File: config.mk
export PLATFORM = sky130hd
export DESIGN_NAME = lcd_timing_gen
export DESIGN_NICKNAME = d
export VERILOG_FILES = /design/src/rtl/lcd_pkg.sv /design/src/rtl/lcd_axis_counter.sv /design/src/rtl/lcd_timing_gen.sv
export SDC_FILE = /design/constraint.sdc
export NUM_CORES = 1
export LEC_CHECK = 0
export ABC_AREA = 1
export CAP_MARGIN = 20
export CORE_MARGIN = 8
export CORE_UTILIZATION = 59
export CTS_BUF_LIST = sky130_fd_sc_hd__clkbuf_4 sky130_fd_sc_hd__clkbuf_8 sky130_fd_sc_hd__clkbuf_16
export CTS_CLUSTER_DIAMETER = 50
export CTS_CLUSTER_SIZE = 8
export DETAILED_ROUTE_END_ITERATION = 10
export HOLD_SLACK_MARGIN = 0.03
export PLACE_DENSITY_LB_ADDON = 0.05
export SYNTH_ARGS = -nofsm -noshare
export SYNTH_HDL_FRONTEND = slang
export SYNTH_HIERARCHICAL = 1
export SYNTH_SLANG_ARGS = --single-unit
File: constraint.sdc
create_clock -name CLK -period 4.15 [get_ports CLK]
set_input_delay 0.83 -clock CLK [delete_from_list [all_inputs] [get_ports CLK]]
set_output_delay 0.83 -clock CLK [all_outputs]
set_load 0.1 [all_outputs]
File: src/rtl/lcd_pkg.sv
// Shared types and colour constants for the LCD timing and test-pattern generator.
package lcd_pkg;

    typedef enum logic [1:0] {
        BARS  = 2'd0,
        GRAD  = 2'd1,
        CHECK = 2'd2,
        SOLID = 2'd3
    } mode_t;

    typedef struct packed {
        logic [4:0] r;
        logic [5:0] g;
        logic [4:0] b;
    } rgb_t;

    localparam rgb_t WHITE = rgb_t'(16'hFFFF);
    localparam rgb_t BLACK = rgb_t'(16'h0000);
    localparam rgb_t RED   = rgb_t'(16'hF800);

    // Bar index bits map straight onto colour channels: white, yellow, cyan, green, magenta, red, blue, black.
    function automatic rgb_t bar_colour(input logic [2:0] idx);
        rgb_t c;
        c.r = {5{~idx[1]}};
        c.g = {6{~idx[2]}};
        c.b = {5{~idx[0]}};
        return c;
    endfunction

endpackage

File: src/rtl/lcd_axis_counter.sv
// One timing axis: position counter with active-region and sync-window decode.
module lcd_axis_counter
    import lcd_pkg::*;
#(
    parameter int ACTIVE = 1024,
    parameter int FP     = 160,
    parameter int SYNC   = 20,
    parameter int BP     = 140,
    parameter int W      = 11
) (
    input  logic         clk,
    input  logic         rst_n,
    input  logic         advance,
    output logic [W-1:0] count,
    output logic         active,
    output logic         sync,
    output logic         wrap
);

    localparam int TOTAL      = ACTIVE + FP + SYNC + BP;
    localparam int SYNC_START = ACTIVE + FP;
    localparam int SYNC_END   = SYNC_START + SYNC;

    assign wrap   = advance && (count == W'(TOTAL - 1));
    assign active = count < W'(ACTIVE);
    assign sync   = (count >= W'(SYNC_START)) && (count < W'(SYNC_END));

    always_ff @(posedge clk or negedge rst_n) begin
        if (!rst_n) begin
            count <= '0;
        end else if (wrap) begin
            count <= '0;
        end else if (advance) begin
            count <= count + 1'b1;
        end
    end

endmodule

File: src/rtl/lcd_timing_gen.sv
// RGB565 LCD timing and test-pattern generator with registered pin outputs.
// Optional build macro LCD_BORDER_EN draws a red one-pixel frame around the active area.
module lcd_timing_gen
    import lcd_pkg::*;
#(
    parameter int          H_ACTIVE   = 1024,
    parameter int          H_FP       = 160,
    parameter int          H_SYNC     = 20,
    parameter int          H_BP       = 140,
    parameter int          V_ACTIVE   = 600,
    parameter int          V_FP       = 12,
    parameter int          V_SYNC     = 3,
    parameter int          V_BP       = 20,
    parameter bit          HS_POL     = 1'b0,
    parameter bit          VS_POL     = 1'b0,
    parameter int          X_W        = 11,
    parameter int          Y_W        = 10,
    parameter int          CHECK_LOG2 = 5,
    parameter logic [15:0] SOLID_RGB  = 16'hF800
) (
    input  logic           CLK,
    input  logic           nRST,
    input  logic [1:0]     MODE_IN,
    output logic           LCD_DE,
    output logic           LCD_HSYNC,
    output logic           LCD_VSYNC,
    output logic [4:0]     LCD_R,
    output logic [5:0]     LCD_G,
    output logic [4:0]     LCD_B,
    output logic [X_W-1:0] PIX_X,
    output logic [Y_W-1:0] PIX_Y,
    output logic           FRAME_START,
    output logic [7:0]     FRAME_CNT
);

    localparam int BAR_W = H_ACTIVE >> 3;

    logic [X_W-1:0] h_cnt;
    logic [Y_W-1:0] v_cnt;
    logic           h_act, h_sync, h_wrap;
    logic           v_act, v_sync, v_wrap;

    lcd_axis_counter #(
        .ACTIVE(H_ACTIVE), .FP(H_FP), .SYNC(H_SYNC), .BP(H_BP), .W(X_W)
    ) u_h_axis (
        .clk(CLK), .rst_n(nRST), .advance(1'b1),
        .count(h_cnt), .active(h_act), .sync(h_sync), .wrap(h_wrap)
    );

    lcd_axis_counter #(
        .ACTIVE(V_ACTIVE), .FP(V_FP), .SYNC(V_SYNC), .BP(V_BP), .W(Y_W)
    ) u_v_axis (
        .clk(CLK), .rst_n(nRST), .advance(h_wrap),
        .count(v_cnt), .active(v_act), .sync(v_sync), .wrap(v_wrap)
    );

    // Bar index tracks h_cnt without a divider; it saturates at the last bar.
    logic [X_W-1:0] bar_px;
    logic [2:0]     bar_idx;

    always_ff @(posedge CLK or negedge nRST) begin
        if (!nRST) begin
            bar_px  <= '0;
            bar_idx <= '0;
        end else if (h_wrap) begin
            bar_px  <= '0;
            bar_idx <= '0;
        end else if (h_act) begin
            if (bar_px == X_W'(BAR_W - 1)) begin
                bar_px <= '0;
                if (bar_idx != 3'd7) bar_idx <= bar_idx + 3'd1;
            end else begin
                bar_px <= bar_px + 1'b1;
            end
        end
    end

    // The frame's first pixel already uses the newly sampled mode.
    logic  frame_origin;
    mode_t mode_q;
    mode_t cur_mode;
    logic  de_next;
    rgb_t  pix;
    rgb_t  rgb_q;

    assign frame_origin = (h_cnt == '0) && (v_cnt == '0);
    assign cur_mode     = frame_origin ? mode_t'(MODE_IN) : mode_q;
    assign de_next      = h_act && v_act;

    always_comb begin
        pix = BLACK;
        case (cur_mode)
            BARS:  pix = bar_colour(bar_idx);
            GRAD:  pix = '{r: h_cnt[9:5], g: h_cnt[9:4], b: v_cnt[9:5]};
            CHECK: pix = (h_cnt[CHECK_LOG2] ^ v_cnt[CHECK_LOG2]) ? WHITE : BLACK;
            SOLID: pix = rgb_t'(SOLID_RGB);
            default: pix = BLACK;
        endcase
`ifdef LCD_BORDER_EN
        if (h_cnt == '0 || h_cnt == X_W'(H_ACTIVE - 1) ||
            v_cnt == '0 || v_cnt == Y_W'(V_ACTIVE - 1)) begin
            pix = RED;
        end
`endif
    end

    // Output register stage: everything describes the counter state of the previous cycle.
    always_ff @(posedge CLK or negedge nRST) begin
        if (!nRST) begin
            LCD_DE      <= 1'b0;
            LCD_HSYNC   <= ~HS_POL;
            LCD_VSYNC   <= ~VS_POL;
            rgb_q       <= BLACK;
            PIX_X       <= '0;
            PIX_Y       <= '0;
            FRAME_START <= 1'b0;
            FRAME_CNT   <= '0;
            mode_q      <= BARS;
        end else begin
            LCD_DE      <= de_next;
            LCD_HSYNC   <= h_sync ? HS_POL : ~HS_POL;
            LCD_VSYNC   <= v_sync ? VS_POL : ~VS_POL;
            rgb_q       <= de_next ? pix : BLACK;
            PIX_X       <= h_cnt;
            PIX_Y       <= v_cnt;
            FRAME_START <= frame_origin;
            if (v_wrap) FRAME_CNT <= FRAME_CNT + 8'd1;
            if (frame_origin) mode_q <= mode_t'(MODE_IN);
        end
    end

    assign LCD_R = rgb_q.r;
    assign LCD_G = rgb_q.g;
    assign LCD_B = rgb_q.b;

endmodule
==> impl_metrics.json, run 1 <==
{
  "critPathMostFrequentCell": "nand2_1",
  "post-cts-setup-buffers": 0,
  "cts_num_sinks": 86,
  "setup_viol": 0,
  "synthesis.area_um2": 4040,
  "via_per_inst": 4.99,
  "initial_utilization_pct": 60.2,
  "grt_pass1_vias": 2978,
  "peakVddDrop_uv": 426,
  "rows": 30,
  "worst_pin_slew_ps": 976,
  "critPathTopFamily": "simple AND/OR/NAND/NOR gates",
  "synth_compound_area_share_pct": 5.04,
  "syn-mean-instance-area_um2": 8.79,
  "synth-xor-area-share_pct": 2.82,
  "antenna_found_initial": 0,
  "die-area_um2": 9760,
  "nets": 539,
  "holdWs_ps": 398,
  "worst_setup_path_end_kind": "flop",
  "drt-total-wl_um": 7720,
  "core-area_um2": 6720,
  "diodes": 0,
  "fin_crit_ps": 2940,
  "relSlewSlack_pct": 34.7,
  "cts-root-buf": "clkbuf_8",
  "via_count": 3047,
  "yosys_warnings": 6,
  "tns_ps": 0,
  "status": "complete, no violations",
  "crit_chain": "ha_1, nand4_1, nor2_1, nand2_1, inv_1, nand2_1, nor2_1, nand3_2, inv_2, nand2_1, nor3_1, nand2_1, xor2_1, inv_1",
  "firstDrtPassIters": 4,
  "rsz0062_at_grt": "false",
  "nFillCells": 489,
  "cp.required_ps": 4400,
  "power_leakage_nw": 2.53,
  "path_buf_inv": 3,
  "grt_overflow": 0,
  "synthCells": 460,
  "synth_seq_cells": 86,
  "cts_made_buffers": 9,
  "grt_first_pass_wirelength_um": 13300,
  "skew_ps": 7.45,
  "gp_congestion": 0.882,
  "clockBufferDepth": 2,
  "critical_path_class": "flop to flop",
  "seq_area_frac_synth_pct": 53.3,
  "fmax_ghz": 0.340,
  "slowest_delay_ps": 460,
  "cp_max_fo": 14,
  "power_density_nw_per_um2": 449,
  "place_hpwl_um": 5630,
  "hp-class": "input pin to asynchronous set/reset pin",
  "finalHoldViolations": 0,
  "syn_to_final_growth_pct": 22.0,
  "maxCapViolations": 0,
  "io_buffers": 52,
  "cts_resized": 0,
  "startpoint_type": "flop",
  "drc_errors": 0,
  "die_h_um": 98.8,
  "yosys.area_share.simple_pct": 28.4,
  "yosysUniqueCellTypes": 35,
  "clk_latency_ps": 360,
  "critPathSlowestCell": "dfrtp_1",
  "grt_max_degree": 87,
  "muxShareOfSynthArea_pct": 0,
  "arrival_ps": 3180,
  "io_pins": 53,
  "avgRoutedWirePerCell_um": 12.6,
  "cts_hold_buf": 0,
  "most-common-layout-cells": "110 x nand2_1, 84 x dfrtp_1, 68 x inv_1, 51 x clkdlybuf4s50_1, 42 x nor2_1",
  "slew_violations": 0,
  "die_w_um": 98.8,
  "grtUsageTotal_pct": 16.8,
  "cts_tree": "built",
  "ant_nets": 0,
  "synth_fa_ha_area_share_pct": 2.78,
  "drt-initial-drc-count": 195,
  "htree_levels": 3,
  "layout-drive-gt1-share_pct": 11.7,
  "final_common_cell": "nand2_1",
  "period_share_pct": 70.8,
  "path_clk_slew_ps": 80,
  "synth_top_family_by_area": "simple AND/OR/NAND/NOR gates"
}
state kept, by name (all words and copies together), names as in the netlist, 2 cells and up:
signal / count
PIX_X: 11
bar_px: 11
u_h_axis/count: 11
PIX_Y: 10
u_v_axis/count: 10
FRAME_CNT: 8
LCD_G: 6
LCD_B: 5
LCD_R: 5
bar_idx: 3
mode_q: 2
cells by family after synthesis:
group | count (synthesis)
adder cells (fa/ha/maj) | 9
buffers and inverters | 76
other | 1
AND/OR/NAND/NOR | 238
flip-flops | 86
AO/OA/AOI/OAI | 37
XOR/XNOR | 13
synthesized netlist by cell type, drive strengths merged:
master / instances / area, µm²
nand2: 125 / 522
nor3: 8 / 40.0
nor2: 54 / 267
ha: 9 / 113
nand3b: 1 / 7.51
o31ai: 1 / 7.51
a21oi: 20 / 104
nor4: 1 / 12.5
dfstp: 2 / 52.6
conb: 1 / 3.75
buf: 4 / 35.0
nand4: 13 / 81.3
xnor2: 4 / 35.0
nand3: 33 / 198
xor2: 9 / 78.8
dfrtp: 84 / 2100
or2: 2 / 15.0
inv: 72 / 270
a211oi: 2 / 15.0
nor3b: 1 / 7.51
o21ai: 14 / 77.6
area by class of cell:
class / instances / area (µm²) / share of cell area (%)
Sequential cell: 86 / 2150 / 43.7
Multi-Input combinational cell: 304 / 1610 / 32.6
Timing Repair Buffer: 53 / 546 / 11.1
Inverter: 72 / 270 / 5.48
Clock buffer: 11 / 151 / 3.07
Clock inverter: 5 / 105 / 2.13
Tap cell: 80 / 100 / 2.03
layer usage:
layer	GRT usage [%]	share of wire, %	up-vias
met4	6.61	1.2	0
li1	-	-	1563
met1	20.1	45	1403
met3	4.65	5.7	8
met2	27.8	48	73
met5	0	0	-
through the flow:
stage	setup WS (ps)	instance area, µm²	utilization [%]	instances	power, W
final	1210	4930	73.4	611	0.00221
after global routing	780	4930	73.4	611	0.00230
after CTS	1160	4910	73.0	610	0.00223
after detailed placement	1250	4650	69.2	594	0.00151
after global placement	1460	4650	69.2	594	0.00150
after floorplan	1660	4070	-	466	0.00137
where the power goes:
part | switching, W | internal, W
registers | 0.0000939 | 0.000906
clock network | 0.000284 | 0.000432
logic | 0.000374 | 0.000122
total | 0.000753 | 0.00146
worst paths after layout:
| check | from | slack (ps) | to | cells after the start |
|---|---|---|---|---|
| min reg2reg | FRAME_CNT[7] | 490 | FRAME_CNT[7] | 1 |
| max | u_h_axis/count[0] | 1210 | FRAME_CNT[5] | 14 |
| max in group asynchronous | nRST | 3130 | LCD_HSYNC | 2 |
| min in group CLK | FRAME_CNT[7] | 490 | FRAME_CNT[7] | 1 |
| min | nRST | 400 | LCD_G[0] | 1 |
| max reg2reg | u_h_axis/count[0] | 1210 | FRAME_CNT[5] | 14 |
Power figures use the tool's default switching activity.
==> inputs of run 2 (changes only) <==
--- a/config.mk
+++ b/config.mk
@@ -8,7 +8,7 @@
 export ABC_AREA = 1
 export CAP_MARGIN = 20
 export CORE_MARGIN = 8
-export CORE_UTILIZATION = 59
+export CORE_UTILIZATION = 50
 export CTS_BUF_LIST = sky130_fd_sc_hd__clkbuf_4 sky130_fd_sc_hd__clkbuf_8 sky130_fd_sc_hd__clkbuf_16
 export CTS_CLUSTER_DIAMETER = 50
 export CTS_CLUSTER_SIZE = 8
==> constraint.sdc (replaced) <==
create_clock -name CLK -period 2.4 [get_ports CLK]
set_input_delay 0.48 -clock CLK [delete_from_list [all_inputs] [get_ports CLK]]
set_output_delay 0.48 -clock CLK [all_outputs]
set_load 0.1 [all_outputs]
==> run 2 against run 1 <==
Net effect:
- sequential share of layout area increased by 0.24 points
- fmax is 36% higher
- final cell count grew 6.2%
- routed wire length grew 3.5%
- non-clock buffer count is 14 higher
- clock power up 49%
- critical endpoint unchanged
==> impl_metrics.json, run 2 (synthesis gave the netlist of run 1 again) <==
{
  "grt_overflow": 0,
  "avgRoutedWirePerCell_um": 12.3,
  "rr_worst_depth": 14,
  "via_count": 3098,
  "firstDrtPassIters": 4,
  "nets": 553,
  "worst_setup_path_end_kind": "flop",
  "grt_first_pass_wirelength_um": 13900,
  "final_common_cell": "nand2_1",
  "power_density_nw_per_um2": 758,
  "cts_hold_buf": 0,
  "htree_levels": 3,
  "setup_slack_ps": 234,
  "initial_utilization_pct": 50.5,
  "tns_ps": 0,
  "worst_pin_slew_ps": 610,
  "largestRegisters": "PIX_X (11), bar_px (11), u_h_axis/count (11)",
  "die-area_um2": 11200,
  "diodes": 0,
  "slew_violations": 0,
  "core-area_um2": 8010,
  "gp_congestion": 0.814,
  "cts_tree": "built",
  "final_util_pct": 61.2,
  "setup_viol": 0,
  "drc_errors": 0,
  "post-place-ws_ps": 198,
  "drt-initial-drc-count": 147,
  "power_leakage_nw": 2.64,
  "drt-total-wl_um": 7990,
  "finalHoldViolations": 0,
  "placed_cells": 633,
  "cts-root-buf": "clkbuf_8",
  "stdcell_count": 649,
  "fin_crit_ps": 2170,
  "period_share_pct": 90.2,
  "clockBufferDepth": 2,
  "die_w_um": 106,
  "cts_num_sinks": 86,
  "ant_nets": 0,
  "most-common-layout-cells": "110 x nand2_1, 84 x dfrtp_1, 67 x inv_1, 64 x buf_4, 41 x nor2_1",
  "arrival_ps": 2410,
  "via_per_inst": 4.77,
  "io_pins": 53,
  "status": "complete, no violations",
  "cp.required_ps": 2640,
  "seq_area_um2": 2150,
  "die_h_um": 106,
  "startpoint_type": "flop",
  "rows": 33,
  "grt_pass1_vias": 3014,
  "path_clk_slew_ps": 80,
  "cp_max_fo": 7,
  "antenna_found_initial": 0,
  "reg2reg_from": "u_h_axis/count[1]",
  "layout-drive-gt1-share_pct": 23.5,
  "critical_path_class": "flop to flop",
  "multi_input_area_um2": 1620,
  "grt_max_degree": 48,
  "nFillCells": 719,
  "grtUsageTotal_pct": 15.0,
  "clk_latency_ps": 350,
  "relSlewSlack_pct": 59.3,
  "hp-class": "input pin to asynchronous set/reset pin",
  "io_buffers": 52,
  "skew_ps": 5.47,
  "maxCapViolations": 0,
  "place_hpwl_um": 6040,
  "peakVddDrop_uv": 603,
  "syn_to_final_growth_pct": 21.3,
  "fmax_ghz": 0.462,
  "startpoint": "u_h_axis/count[1]",
  "cts_made_buffers": 9
}
-- run 2: changes by cell type in the layout (fill, tap and decap cells not counted), moves of 2 or more --
cell             previous run  this run
buf_4                       1        64
clkbuf_8                   11         9
clkdlybuf4s50_1            51         2
clkinv_2                    0         3
clkinvlp_4                  2         0
-- run 2: timing repair --
| item | in CTS | in global routing |
|---|---|---|
| buffers inserted | 0 | 1 |
| endpoints found under the setup margin | 0 | 3 |
| resized for setup | 0 | 2 |
-- run 2: metrics by stage --
step / power [W] / hold WS (ps) / cell area (µm²)
final: 0.00372 / 146 / 4910
after detailed placement: 0.00268 / 472 / 4680
after global routing: 0.00391 / 193 / 4910
after global placement: 0.00267 / 464 / 4680
after CTS: 0.00375 / 157 / 4890
after floorplan: 0.00238 / 184 / 4070
-- run 2: power breakdown --
group	internal [W]	switching, W
Sequential	0.00157	0.0000604
Combinational	0.000253	0.000770
Clock	0.000587	0.000482
-- run 2: worst max-delay path, stage by stage (launching register included) --
cell and delay [ps]:
dfrtp_1 350, ha_2 220, nand4_1 140, nor2_2 130, nand2_1 110, inv_2 140, nand2_1 70, nor2_1 110
nand3_2 100, inv_2 120, nand2_1 100, nor3_4 210, nand2_1 90, xor2_1 130, inv_1 60
-- run 2: layout make-up --
type	instances	area share, %
clock inverters	5	1.53
repair buffers	67	10.6
clock buffers	10	2.68
multi-input cells	304	33.1
well taps	105	2.68
flip-flops and latches	86	43.9
inverters	72	5.51
-- run 2: per-layer routing --
metal | global-route usage (%) | vias to the layer above | wire length [µm]
met2 | 23.7 | 66 | 3670
met5 | 0 | - | 0
met4 | 5.63 | 0 | 99
met1 | 19.4 | 1433 | 3820
li1 | - | 1589 | -
met3 | 3.75 | 10 | 405
-- run 2: final timing paths --
| path | end | slack (ps) |
|---|---|---|
| setup / recovery | FRAME_CNT[5] | 230 |
| hold / removal | u_h_axis/count[6] | 150 |
| setup reg to reg | FRAME_CNT[5] | 230 |
| max in group asynchronous | LCD_VSYNC | 1630 |
| hold reg to reg | FRAME_CNT[7] | 480 |
| min in group CLK | FRAME_CNT[7] | 480 |
==> inputs of run 3 (changes only) <==
--- a/config.mk
+++ b/config.mk
@@ -6,9 +6,9 @@
 export NUM_CORES = 1
 export LEC_CHECK = 0
 export ABC_AREA = 1
-export CAP_MARGIN = 20
+export CAP_MARGIN = 0
 export CORE_MARGIN = 8
-export CORE_UTILIZATION = 50
+export CORE_UTILIZATION = 45
 export CTS_BUF_LIST = sky130_fd_sc_hd__clkbuf_4 sky130_fd_sc_hd__clkbuf_8 sky130_fd_sc_hd__clkbuf_16
 export CTS_CLUSTER_DIAMETER = 50
 export CTS_CLUSTER_SIZE = 8
==> run 3 against run 2 <==
Net effect:
- via count fell by 1.0%
- critical path depth did not move
- first-iteration DRC count fell by 24%
- largest cell class unchanged
- largest power group unchanged
==> impl_metrics.json, run 3 (synthesis gave the netlist of run 1 again) <==
{
  "grt_pass1_vias": 3087,
  "nets": 550,
  "grt_use_met1_pct": 18.0,
  "gp_congestion": 0.832,
  "via_per_inst": 4.72,
  "io_pins": 53,
  "diodes": 0,
  "reg2reg_from": "u_h_axis/count[1]",
  "seq_area_um2": 2150,
  "cp_max_fo": 8,
  "slowest_delay_ps": 360,
  "most-common-layout-cells": "109 x nand2_1, 84 x dfrtp_1, 67 x inv_1, 61 x buf_4, 40 x nor2_1",
  "cts-root-buf": "clkbuf_8",
  "final_common_cell": "nand2_1",
  "syn_to_final_growth_pct": 21.4,
  "grt_overflow": 0,
  "rsz0062_at_grt": "false",
  "via_count": 3066,
  "die_w_um": 111,
  "switching_share_pct": 36.1,
  "io_buffers": 52,
  "cts_tree": "built",
  "slew_violations": 0,
  "rows": 34,
  "p_seq_share_pct": 43.3,
  "met2_usage_pct": 22.5,
  "busiest_layer": "met2",
  "multi_input_area_um2": 1630,
  "drc_errors": 0,
  "p_int_w": 0.00241,
  "place_hpwl_um": 6070,
  "drt-total-wl_um": 8130,
  "cts_num_sinks": 86,
  "initial_utilization_pct": 46.4,
  "grt_max_degree": 51,
  "drt-initial-drc-count": 112,
  "firstDrtPassIters": 4,
  "clk_latency_ps": 340,
  "critPathSlowestCell": "dfrtp_1",
  "clkPwrFrac_pct": 29.7,
  "largestRegisters": "PIX_X (11), bar_px (11), u_h_axis/count (11)",
  "grt_first_pass_wirelength_um": 14700,
  "startpoint": "u_h_axis/count[1]",
  "critPathMostFrequentCell": "nand2_1",
  "setup_viol": 0,
  "cp.required_ps": 2640,
  "layout-drive-gt1-share_pct": 23.6,
  "final_util_pct": 56.3,
  "path_clk_slew_ps": 90,
  "skew_ps": 8.05,
  "power_leakage_nw": 2.63,
  "ant_nets": 0,
  "core-area_um2": 8720,
  "grtUsageMet3_pct": 3.41,
  "nFillCells": 774,
  "antenna_found_initial": 0,
  "die_h_um": 111,
  "cts_hold_buf": 0,
  "maxCapViolations": 0,
  "htree_levels": 3,
  "period_share_pct": 86.7,
  "p_comb_share_pct": 27.0,
  "fin_crit_ps": 2080,
  "tns_ps": 0,
  "fmax_ghz": 0.481,
  "clockBufferDepth": 2,
  "critPathTopFamily": "simple AND/OR/NAND/NOR gates",
  "status": "complete, no violations",
  "p_sw_w": 0.00136,
  "peakVddDrop_uv": 766,
  "power_density_nw_per_um2": 768,
  "finalHoldViolations": 0,
  "arrival_ps": 2320,
  "worst_setup_path_end_kind": "flop",
  "hp-class": "input pin to asynchronous set/reset pin",
  "cts_made_buffers": 9,
  "path_buf_inv": 3,
  "critical_path_class": "flop to flop",
  "avgRoutedWirePerCell_um": 12.5,
  "startpoint_type": "flop",
  "grtUsageTotal_pct": 14.0,
  "crit_chain": "ha_2, nand4_1, nor2_2, nand2_2, inv_4, nand2_1, nor2_1, nand3_2, inv_4, nand2_1, nor3_4, nand2_1, xor2_1, inv_1",
  "die-area_um2": 12300
}
-- run 3: changes by cell type in the layout (fill, tap and decap cells not counted), sizes merged --
cell and delta:
inv +2, buf -3, clkbuf -1
-- run 3: path summary, 6_finish.rpt --
| kind | endpoint | slack [ps] | cells after the start |
|---|---|---|---|
| hold reg to reg | FRAME_CNT[7] | 480 | 1 |
| min in group CLK | FRAME_CNT[7] | 480 | 1 |
| hold / removal | LCD_G[2] | 70 | 1 |
| max in group asynchronous | LCD_HSYNC | 1680 | 2 |
| setup reg to reg | FRAME_CNT[5] | 320 | 14 |
| setup / recovery | FRAME_CNT[5] | 320 | 14 |
-- run 3: power groups by stage --
stage	registers, W	logic, W	clock network, W
after floorplan	0.00212	0.000259	0
after global placement	0.00166	0.00102	0
after detailed placement	0.00166	0.00102	0
after CTS	0.00164	0.00103	0.00115
after global routing	0.00165	0.00109	0.00122
final	0.00163	0.00102	0.00112
-- run 3: worst reg2reg max path: cells and delay by family, from the launching register on --
kind | cells | cell delay, ps
AND/OR/NAND/NOR | 9 | 1000
flip-flops | 1 | 360
buffers and inverters | 3 | 260
adder cells (fa/ha/maj) | 1 | 210
XOR/XNOR | 1 | 140
-- run 3: layer usage --
metal | share of wire, % | up-vias
met4 | 1.2 | 0
met1 | 47 | 1423
met2 | 47 | 52
met5 | 0 | -
met3 | 4.8 | 11
li1 | - | 1580
-- run 3: layout make-up --
class | instances | share of cell area (%)
Clock buffer | 9 | 2.52
Clock inverter | 7 | 1.96
Inverter | 72 | 5.61
Multi-Input combinational cell | 304 | 33.1
Sequential cell | 86 | 43.9
Tap cell | 108 | 2.75
Timing Repair Buffer | 64 | 10.1
-- run 3: stage by stage --
stage / power (W) / std cells / instance area, µm² / worst slack [ps] / hold WS (ps)
finish: 0.00377 / 650 / 4910 / 319 / 74.8
global route: 0.00396 / 650 / 4910 / 18.5 / 105
CTS: 0.00382 / 649 / 4880 / 131 / 84.6
detailed placement: 0.00269 / 633 / 4660 / 147 / 468
global placement: 0.00268 / 633 / 4660 / 230 / 462
floorplan: 0.00238 / 466 / 4070 / 0.199 / 184
-- run 3: timing repair --
| action | 4_1_cts | 5_1_grt |
|---|---|---|
| gates resized for setup | 0 | 6 |
| setup buffers | 0 | 1 |
| endpoints found under the setup margin | 0 | 6 |
